File: config.mk
export PLATFORM = sky130hd
export DESIGN_NAME = nios2_oci_dct_packer
export DESIGN_NICKNAME = d
export VERILOG_FILES = /design/src/rtl/nios2_oci_dct_packer.sv
export SDC_FILE = /design/constraint.sdc
export NUM_CORES = 1
export LEC_CHECK = 0
export BUFFER_PORTS_ARGS = -buffer_cell sky130_fd_sc_hd__buf_2
export CORE_MARGIN = 5
export CORE_UTILIZATION = 51
export CTS_CLUSTER_DIAMETER = 120
export DETAILED_ROUTE_END_ITERATION = 10
export PLACE_DENSITY_LB_ADDON = 0.08
export SETUP_SLACK_MARGIN = 0.4
export SYNTH_ARGS = -nofsm -noshare
export SYNTH_HDL_FRONTEND = slang
export SYNTH_SLANG_ARGS = --single-unit
File: constraint.sdc
create_clock -name clk -period 2.6 [get_ports clk]
set_clock_uncertainty 0.15 [all_clocks]
set_input_delay 0 -clock clk [delete_from_list [all_inputs] [get_ports clk]]
set_output_delay 0 -clock clk [all_outputs]
set_load 0.02 [all_outputs]
File: src/rtl/nios2_oci_dct_packer.sv
// Packs 2-bit trace frames into a 30-bit word and count; dct_valid pulses the cycle after a full or flushed word.
// Never stalls; an end-of-test drain emits any partial word before test_ending and test_has_ended are raised.
module nios2_oci_dct_packer #(
  parameter int FRAME_W    = 2,
  parameter int NUM_FRAMES = 15,
  parameter int CNT_W      = 4
) (
  input  logic                          clk,
  input  logic                          reset_n,
  input  logic                          trace_en,
  input  logic                          frame_valid,
  input  logic [FRAME_W-1:0]            frame_data,
  input  logic                          flush,
  input  logic                          stop_req,
  output logic [FRAME_W*NUM_FRAMES-1:0] dct_buffer,
  output logic [CNT_W-1:0]              dct_count,
  output logic                          dct_valid,
  output logic                          test_ending,
  output logic                          test_has_ended
);

  localparam int                WORD_W   = FRAME_W * NUM_FRAMES;
  localparam logic [CNT_W-1:0] FULL_CNT = CNT_W'(NUM_FRAMES);

  typedef enum logic [1:0] {RUN, DRAIN, ENDING, ENDED} state_t;

  state_t              state_q;
  logic [WORD_W-1:0]   acc_q, acc_d;
  logic [CNT_W-1:0]    cnt_q, cnt_d;
  logic [WORD_W-1:0]   dct_buffer_q;
  logic [CNT_W-1:0]    dct_count_q;
  logic                dct_valid_q;
  logic                test_ending_q;
  logic                test_has_ended_q;
  logic                accept;
  logic                emit;

  always_comb begin
    accept = frame_valid && trace_en && (state_q == RUN);
    acc_d  = acc_q;
    cnt_d  = cnt_q;
    if (accept) begin
      acc_d = {acc_q[WORD_W-FRAME_W-1:0], frame_data};
      cnt_d = cnt_q + 1'b1;
    end
    // The same-cycle frame counts toward both the full check and the flush check.
    emit = ((state_q == RUN) && ((cnt_d == FULL_CNT) || (flush && (cnt_d != '0)))) ||
           ((state_q == DRAIN) && (cnt_q != '0));
  end

  always_ff @(posedge clk or negedge reset_n) begin
    if (!reset_n) begin
      state_q          <= RUN;
      acc_q            <= '0;
      cnt_q            <= '0;
      dct_buffer_q     <= '0;
      dct_count_q      <= '0;
      dct_valid_q      <= 1'b0;
      test_ending_q    <= 1'b0;
      test_has_ended_q <= 1'b0;
    end else begin
      dct_valid_q <= emit;
      if (emit) begin
        dct_buffer_q <= acc_d;
        dct_count_q  <= cnt_d;
        acc_q        <= '0;
        cnt_q        <= '0;
      end else begin
        acc_q <= acc_d;
        cnt_q <= cnt_d;
      end
      case (state_q)
        RUN:    if (stop_req) state_q <= DRAIN;
        DRAIN:  state_q <= ENDING;
        ENDING: begin
          test_ending_q <= 1'b1;
          state_q       <= ENDED;
        end
        ENDED:  test_has_ended_q <= 1'b1;
        default: state_q <= RUN;
      endcase
    end
  end

  assign dct_buffer     = dct_buffer_q;
  assign dct_count      = dct_count_q;
  assign dct_valid      = dct_valid_q;
  assign test_ending    = test_ending_q;
  assign test_has_ended = test_has_ended_q;

endmodule

==> impl_metrics.csv, run 1 <==
group,metric,value,unit
status,status,"completed",
synthesis,synth_top_family_by_area,"multiplexers",
setup_path,slowest_stage,"or4_4",
clocking,clk_root_buffer_cell,"clkbuf_8",
synthesis,synth.yosys.warnings,0,
power,power.total,2.26,mW
drt,wl_per_cell,16.3,um
drt,drtIter0Drc,113,
final_layout,n_antenna_cell,0,
floorplanning,die_w,88.0,um
timing,setup_tns,0,ns
clocking,cts_buffers,9,
synthesis,synth-simple-area-share,7.83,%
final_layout,utilization,72.3,%
synthesis,yosysSeqAreaShare,58.9,%
setup_path,crit_chain,"inv_2, ha_4, nand3_4, or4_4, a311oi_2, buf_4, o21ai_4, buf_6, mux2_4",
worst_hold_path,hold_path_class,"in -> reg",
timing,min_period_over_period,93.5,%
clocking,clkSinkCount,73,
timing,max_slew_margin,39.6,%
place,place_ws,0.0564,ns
timing,fmax,0.412,GHz
drt,vias_per_cell,5.00,
synthesis,avgSynthCellArea,11.9,um2
floorplanning,core_area,5920,um2
setup_path,critPathRequiredTime,2.68,ns
timing,tightest_slew,0.907,ns
global_routing,track_usage,19.4,%
setup_path,cp.arrival,2.51,ns
synthesis,syn_nets,275,
setup_path,reg2reg_slack,0.17,ns
drt,drt-total-wl,6840,um
clocking,cts_buffer_depth,2,
flow_run,drv_cap,0,
floorplanning,num_io_pins,45,
clocking,cts_tree,"built",
setup_path,critPathCaptureType,"flip-flop",
synthesis,syn-cell-area,3100,um2
final_layout,final_layout_size_suffix_gt1_share,38.4,%
drt,first_pass_iters,4,
global_routing,grt_pass1_wl,11200,um
place,port_buffers,44,
setup_path,path_class,"reg -> reg",
synthesis,synth-xor-area-share,0.847,%
setup_path,critPathMaxFanout,6,
drt,postRouteAntennaNets,0,
timing,rsz0062_at_grt,"true",
setup_path,cpPeakStageDelay,0.49,ns
synthesis,yosysUniqueCellTypes,29,
global_routing,antenna_found_initial,0,
power,p_leak,2.01,nW
final_layout,fin_nets,356,
clocking,clock_latency,0.34,ns
clocking,clk_pin_slew_worst_paths,0.08,ns
drt,drc,0,
power,p_per_area,527,nW/um2
timing,slew_violations,0,
timing,min_period,2.43,ns
floorplanning,die_height,88.0,um
setup_path,start_kind,"flip-flop",
synthesis,muxShareOfSynthArea,20.8,%
floorplanning,die-area,7740,um2
power,peakVddDrop,0.376,mV
synthesis,synth-compound-area-share,2.34,%
timing,setup_violations,0,
global_routing,grt_max_degree,74,
final_layout,area_growth,38.1,%
synthesis,synth_cells,260,
synthesis,synthAdderAreaFrac,2.82,%
place,hpwl,3530,um
timing,setup_ws,0.170,ns
global_routing,grt_overflow,0,
drt,vias,2104,
floorplanning,placementRows,28,
clocking,htree_levels,3,
timing,hold_viol,0,
synthesis,synth-seq-cells,73,
global_routing,grt_pass1_vias,2280,
floorplanning,initial_utilization,52.4,%
place,finalWeightedCongestion,0.855,
-- cells by family (layout without fill, tap and decap cells) --
group                      count (synthesis)  after routing
buffers and inverters                     49            135
DFF                                       73             73
muxes                                     64             64
adders and majority gates                  7              7
and+or+nand+nor                           53             53
xor gates and xnor gates                   3              3
AOI/OAI and AO/OA                         11             11
-- layer usage --
layer	routed length, um	vias up	GRT usage (%)	part of all wire [%]
met2	3410	42	31.0	50
met1	3040	1041	25.5	44
met3	276	11	3.67	4.0
li1	-	1010	-	-
met4	124	0	9.34	1.8
met5	0	-	0	0
-- where the power goes --
part / total [mW] / leakage (nW) / internal [mW] / switching [mW]
Clock: 1.08 / 0.120 / 0.663 / 0.421
Sequential: 1.13 / 0.998 / 1.13 / 0
Combinational: 0.0385 / 0.890 / 0.0105 / 0.0280
Total: 2.26 / 2.01 / 1.81 / 0.449
-- what timing repair did --
item                                    4_1_cts  5_1_grt
buffers inserted                             12        4
endpoints found under the setup margin       68       68
gates cloned                                  6        2
hold buffers                                  7        0
hold endpoints to repair                     81        0
pin swaps                                    18        7
resized for setup                            47        9
-- worst paths after layout --
path | start | end | cells past startpoint
max | state_q[1]$_DFFE_PN0P_ | dct_count[1]$_DFFE_PN0P_ | 9
min | trace_en | cnt_q[2]$_DFF_PN0_ | 4
max reg2reg | state_q[1]$_DFFE_PN0P_ | dct_count[1]$_DFFE_PN0P_ | 9
min reg2reg | test_ending$_DFFE_PN0N_ | test_ending$_DFFE_PN0N_ | 1
max in group asynchronous | reset_n | cnt_q[0]$_DFF_PN0_ | 2
min in group asynchronous | reset_n | test_ending$_DFFE_PN0N_ | 2
-- flip-flops by register name, summed over array words and instances, names as in the netlist --
register        cells
acc_q              30
cnt_q               4
dct_buffer         30
dct_count           4
dct_valid           1
state_q             2
test_ending         1
test_has_ended      1
-- final cells by class --
cell class | count | area [um2]
well taps | 75 | 93.8
clock buffers | 11 | 141
multi-input cells | 138 | 1260
fillers | 404 | 1640
inverters | 38 | 143
clock inverters | 5 | 103
repair buffers | 81 | 713
flip-flops and latches | 73 | 1830
-- cells in the final DEF, fill, tap and decap left out, drive strengths merged, types with 2 or more instances in the layout --
cell and count:
dfrtp 73, buf 72, mux2i 63, inv 38, nor2 35, clkbuf 13
dlygate4sd3 7, ha 7, nand2 6, nand4 3, bufinv 3, a21oi 3
xor2 2, or4 2, or2 2, nand3 2, o21ai 2
-- metrics by stage --
stage / area [um2] / hold WS [ns] / instances
after floorplan: 3130 / -0.446 / 260
after global placement: 3450 / 0.0417 / 374
after detailed placement: 3450 / 0.0409 / 374
after CTS: 4160 / 0.0583 / 415
after global routing: 4280 / 0.123 / 421
final: 4280 / 0.0943 / 421
-- critical path: cells and delay by family, from the launching register on --
| kind | cells | cell delay, ns |
|---|---|---|
| flip-flops | 1 | 0.40 |
| multiplexers | 1 | 0.29 |
| AND/OR/NAND/NOR | 2 | 0.56 |
| buffers and inverters | 3 | 0.40 |
| AO/OA/AOI/OAI | 2 | 0.31 |
| adder cells (fa/ha/maj) | 1 | 0.19 |
-- synthesized netlist by cell type (all sizes together) --
cell      n  area share [%]
nor3      1            0.16
o21a      1            0.24
a21oi     3            0.48
o21ai     2            0.32
inv      38             4.6
clkbuf    3            0.36
o2111ai   1            0.28
or2       2            0.40
dfrtp    73              59
xnor2     1            0.28
o22ai     1            0.20
a31o      1            0.28
xor2      2            0.57
and3      1            0.20
ha        7             2.8
nand3     2            0.73
mux2      1            0.48
nand2     6            0.73
o31ai     1            0.24
or4       2            0.48
buf       8             1.5
or3b      1            0.28
nand4     3            0.61
nor2     35             4.2
a311oi    1            0.28
mux2i    63              20
Power figures use the tool's default switching activity.
==> run 2, diff against run 1 <==
- PLACE_DENSITY: not set -> 0.85
- PLACE_DENSITY_LB_ADDON: 0.08 -> not set
==> run 2 against run 1 <==
Against the previous run: wire length rose by 7.5%; largest power group unchanged; critical path depth did not move; flip-flop and latch count did not move; critical path type unchanged; global-route usage rose by 1.9 points; non-clock buffer count did not move; count of clock-buffer cells in the layout fell by 2.
==> impl_metrics.csv, run 2 (same netlist as run 1, synthesis figures left out) <==
group,metric,value,unit
worst_hold_path,hold_path_class,"in -> async",
drt,postRouteAntennaNets,0,
global_routing,antenna_found_initial,0,
floorplanning,die_w,88.0,um
drt,vias,2198,
drt,drtIter0Drc,91,
final_layout,area_growth,39.2,%
setup_path,critPathCaptureType,"flip-flop",
status,status,"completed",
timing,setup_tns,0,ns
setup_path,path_class,"reg -> reg",
global_routing,grt_overflow,0,
drt,drt-total-wl,7360,um
clocking,clk_pin_slew_worst_paths,0.08,ns
setup_path,slowest_stage,"or4_4",
floorplanning,placementRows,28,
setup_path,critical_path.most_common_cell,"buf_12",
setup_path,cpPeakStageDelay,0.51,ns
place,hpwl,3790,um
final_layout,fin_nets,357,
timing,fmax,0.401,GHz
floorplanning,core_area,5920,um2
clocking,cts_buffer_depth,2,
global_routing,grt_pass1_wl,12300,um
floorplanning,die-area,7740,um2
place,port_buffers,44,
global_routing,grt_max_degree,74,
power,p_per_area,476,nW/um2
clocking,clock_latency,0.34,ns
clocking,clkSinkCount,73,
setup_path,cp.arrival,2.56,ns
timing,min_period,2.49,ns
setup_path,crit_chain,"inv_2, ha_4, or4_4, a311oi_2, buf_4, o21ai_4, buf_12, buf_12, mux2i_2",
global_routing,track_usage,21.3,%
place,finalWeightedCongestion,0.825,
place,place_inst,376,
final_layout,final_cell_mix,"dfrtp_1, mux2i_1, buf_2",
final_layout,final_layout_size_suffix_gt1_share,40.3,%
setup_path,start_kind,"flip-flop",
flow_run,drv_cap,0,
clocking,clk_root_buffer_cell,"clkbuf_8",
drt,vias_per_cell,5.21,
global_routing,grt_pass1_vias,2450,
drt,drc,0,
setup_path,critPathRequiredTime,2.66,ns
timing,hold_viol,0,
setup_path,critPathMaxFanout,8,
floorplanning,die_height,88.0,um
timing,rsz0062_at_grt,"true",
clocking,cts_buffers,9,
clocking,cts_tree,"built",
final_layout,n_antenna_cell,0,
floorplanning,initial_utilization,52.4,%
drt,first_pass_iters,4,
clocking,htree_levels,3,
timing,min_period_over_period,95.9,%
power,p_leak,1.98,nW
timing,slew_violations,0,
timing,tightest_slew,0.888,ns
floorplanning,num_io_pins,45,
drt,wl_per_cell,17.4,um
power,peakVddDrop,0.459,mV
setup_path,rr_worst_depth,9,
final_layout,final_cells,422,
final_layout,mostFrequentLayoutCell,"dfrtp_1",
timing,setup_violations,0,
timing,max_slew_margin,40.8,%
-- run 2: final cells by class --
class | instances | area [um2]
Fill cell | 383 | 1610
Timing Repair Buffer | 81 | 682
Multi-Input combinational cell | 139 | 1380
Sequential cell | 73 | 1830
Tap cell | 75 | 93.8
Inverter | 38 | 143
Clock buffer | 9 | 124
Clock inverter | 7 | 71.3
-- run 2: worst paths after layout --
path | from | to | slack (ns)
max | cnt_q[0]$_DFF_PN0_ | dct_buffer[6]$_DFFE_PN0P_ | 0.11
max in group asynchronous | reset_n | test_ending$_DFFE_PN0N_ | 1.55
min in group clk | flush | cnt_q[3]$_DFF_PN0_ | 0.17
max reg2reg | cnt_q[0]$_DFF_PN0_ | dct_buffer[6]$_DFFE_PN0P_ | 0.11
min | reset_n | dct_buffer[1]$_DFFE_PN0P_ | 0.17
min reg2reg | test_has_ended$_DFFE_PN0N_ | test_has_ended$_DFFE_PN0N_ | 0.32
-- run 2: timing repair --
action                     4_1_cts  5_1_grt
setup endpoints to repair       67       68
hold endpoints to repair        83        0
hold buffers                     8        0
pin swaps                       29        3
cloned                           6        1
resized for setup               59       17
buffers inserted                14        1
-- run 2: power breakdown --
part / switching, mW / leakage (nW) / internal, mW
registers: 0 / 1.00 / 1.13
clock network: 0.435 / 0.103 / 0.443
logic: 0.0284 / 0.882 / 0.0116
total: 0.464 / 1.98 / 1.59
-- run 2: worst max-delay path, delay by kind of cell (launching register included) --
kind / cells / cell delay (ns)
buffers and inverters: 4 / 0.59
AND/OR/NAND/NOR: 1 / 0.51
flip-flops: 1 / 0.43
AO/OA/AOI/OAI: 2 / 0.31
adder cells (fa/ha/maj): 1 / 0.21
multiplexers: 1 / 0.15
-- run 2: routing by layer --
layer / routed length [um] / track usage, % / part of all wire [%]
met5: 0 / 0 / 0
met4: 215 / 9.07 / 2.9
met3: 332 / 6.21 / 4.5
met2: 3770 / 35.3 / 51
met1: 3040 / 26.0 / 41
-- run 2: stage by stage --
step | total power [mW] | hold slack [ns] | setup slack, ns | cell area (um2) | util, %
after floorplan | 1.16 | -0.446 | 0.154 | 3130 | -
after global placement | 1.19 | 0.0238 | 0.125 | 3480 | 58.7
after detailed placement | 1.19 | 0.0401 | 0.0875 | 3480 | 58.7
after CTS | 2.07 | 0.0305 | 0.222 | 4220 | 71.2
after global routing | 2.14 | 0.173 | 0.0203 | 4320 | 72.9
final | 2.05 | 0.173 | 0.106 | 4320 | 72.9
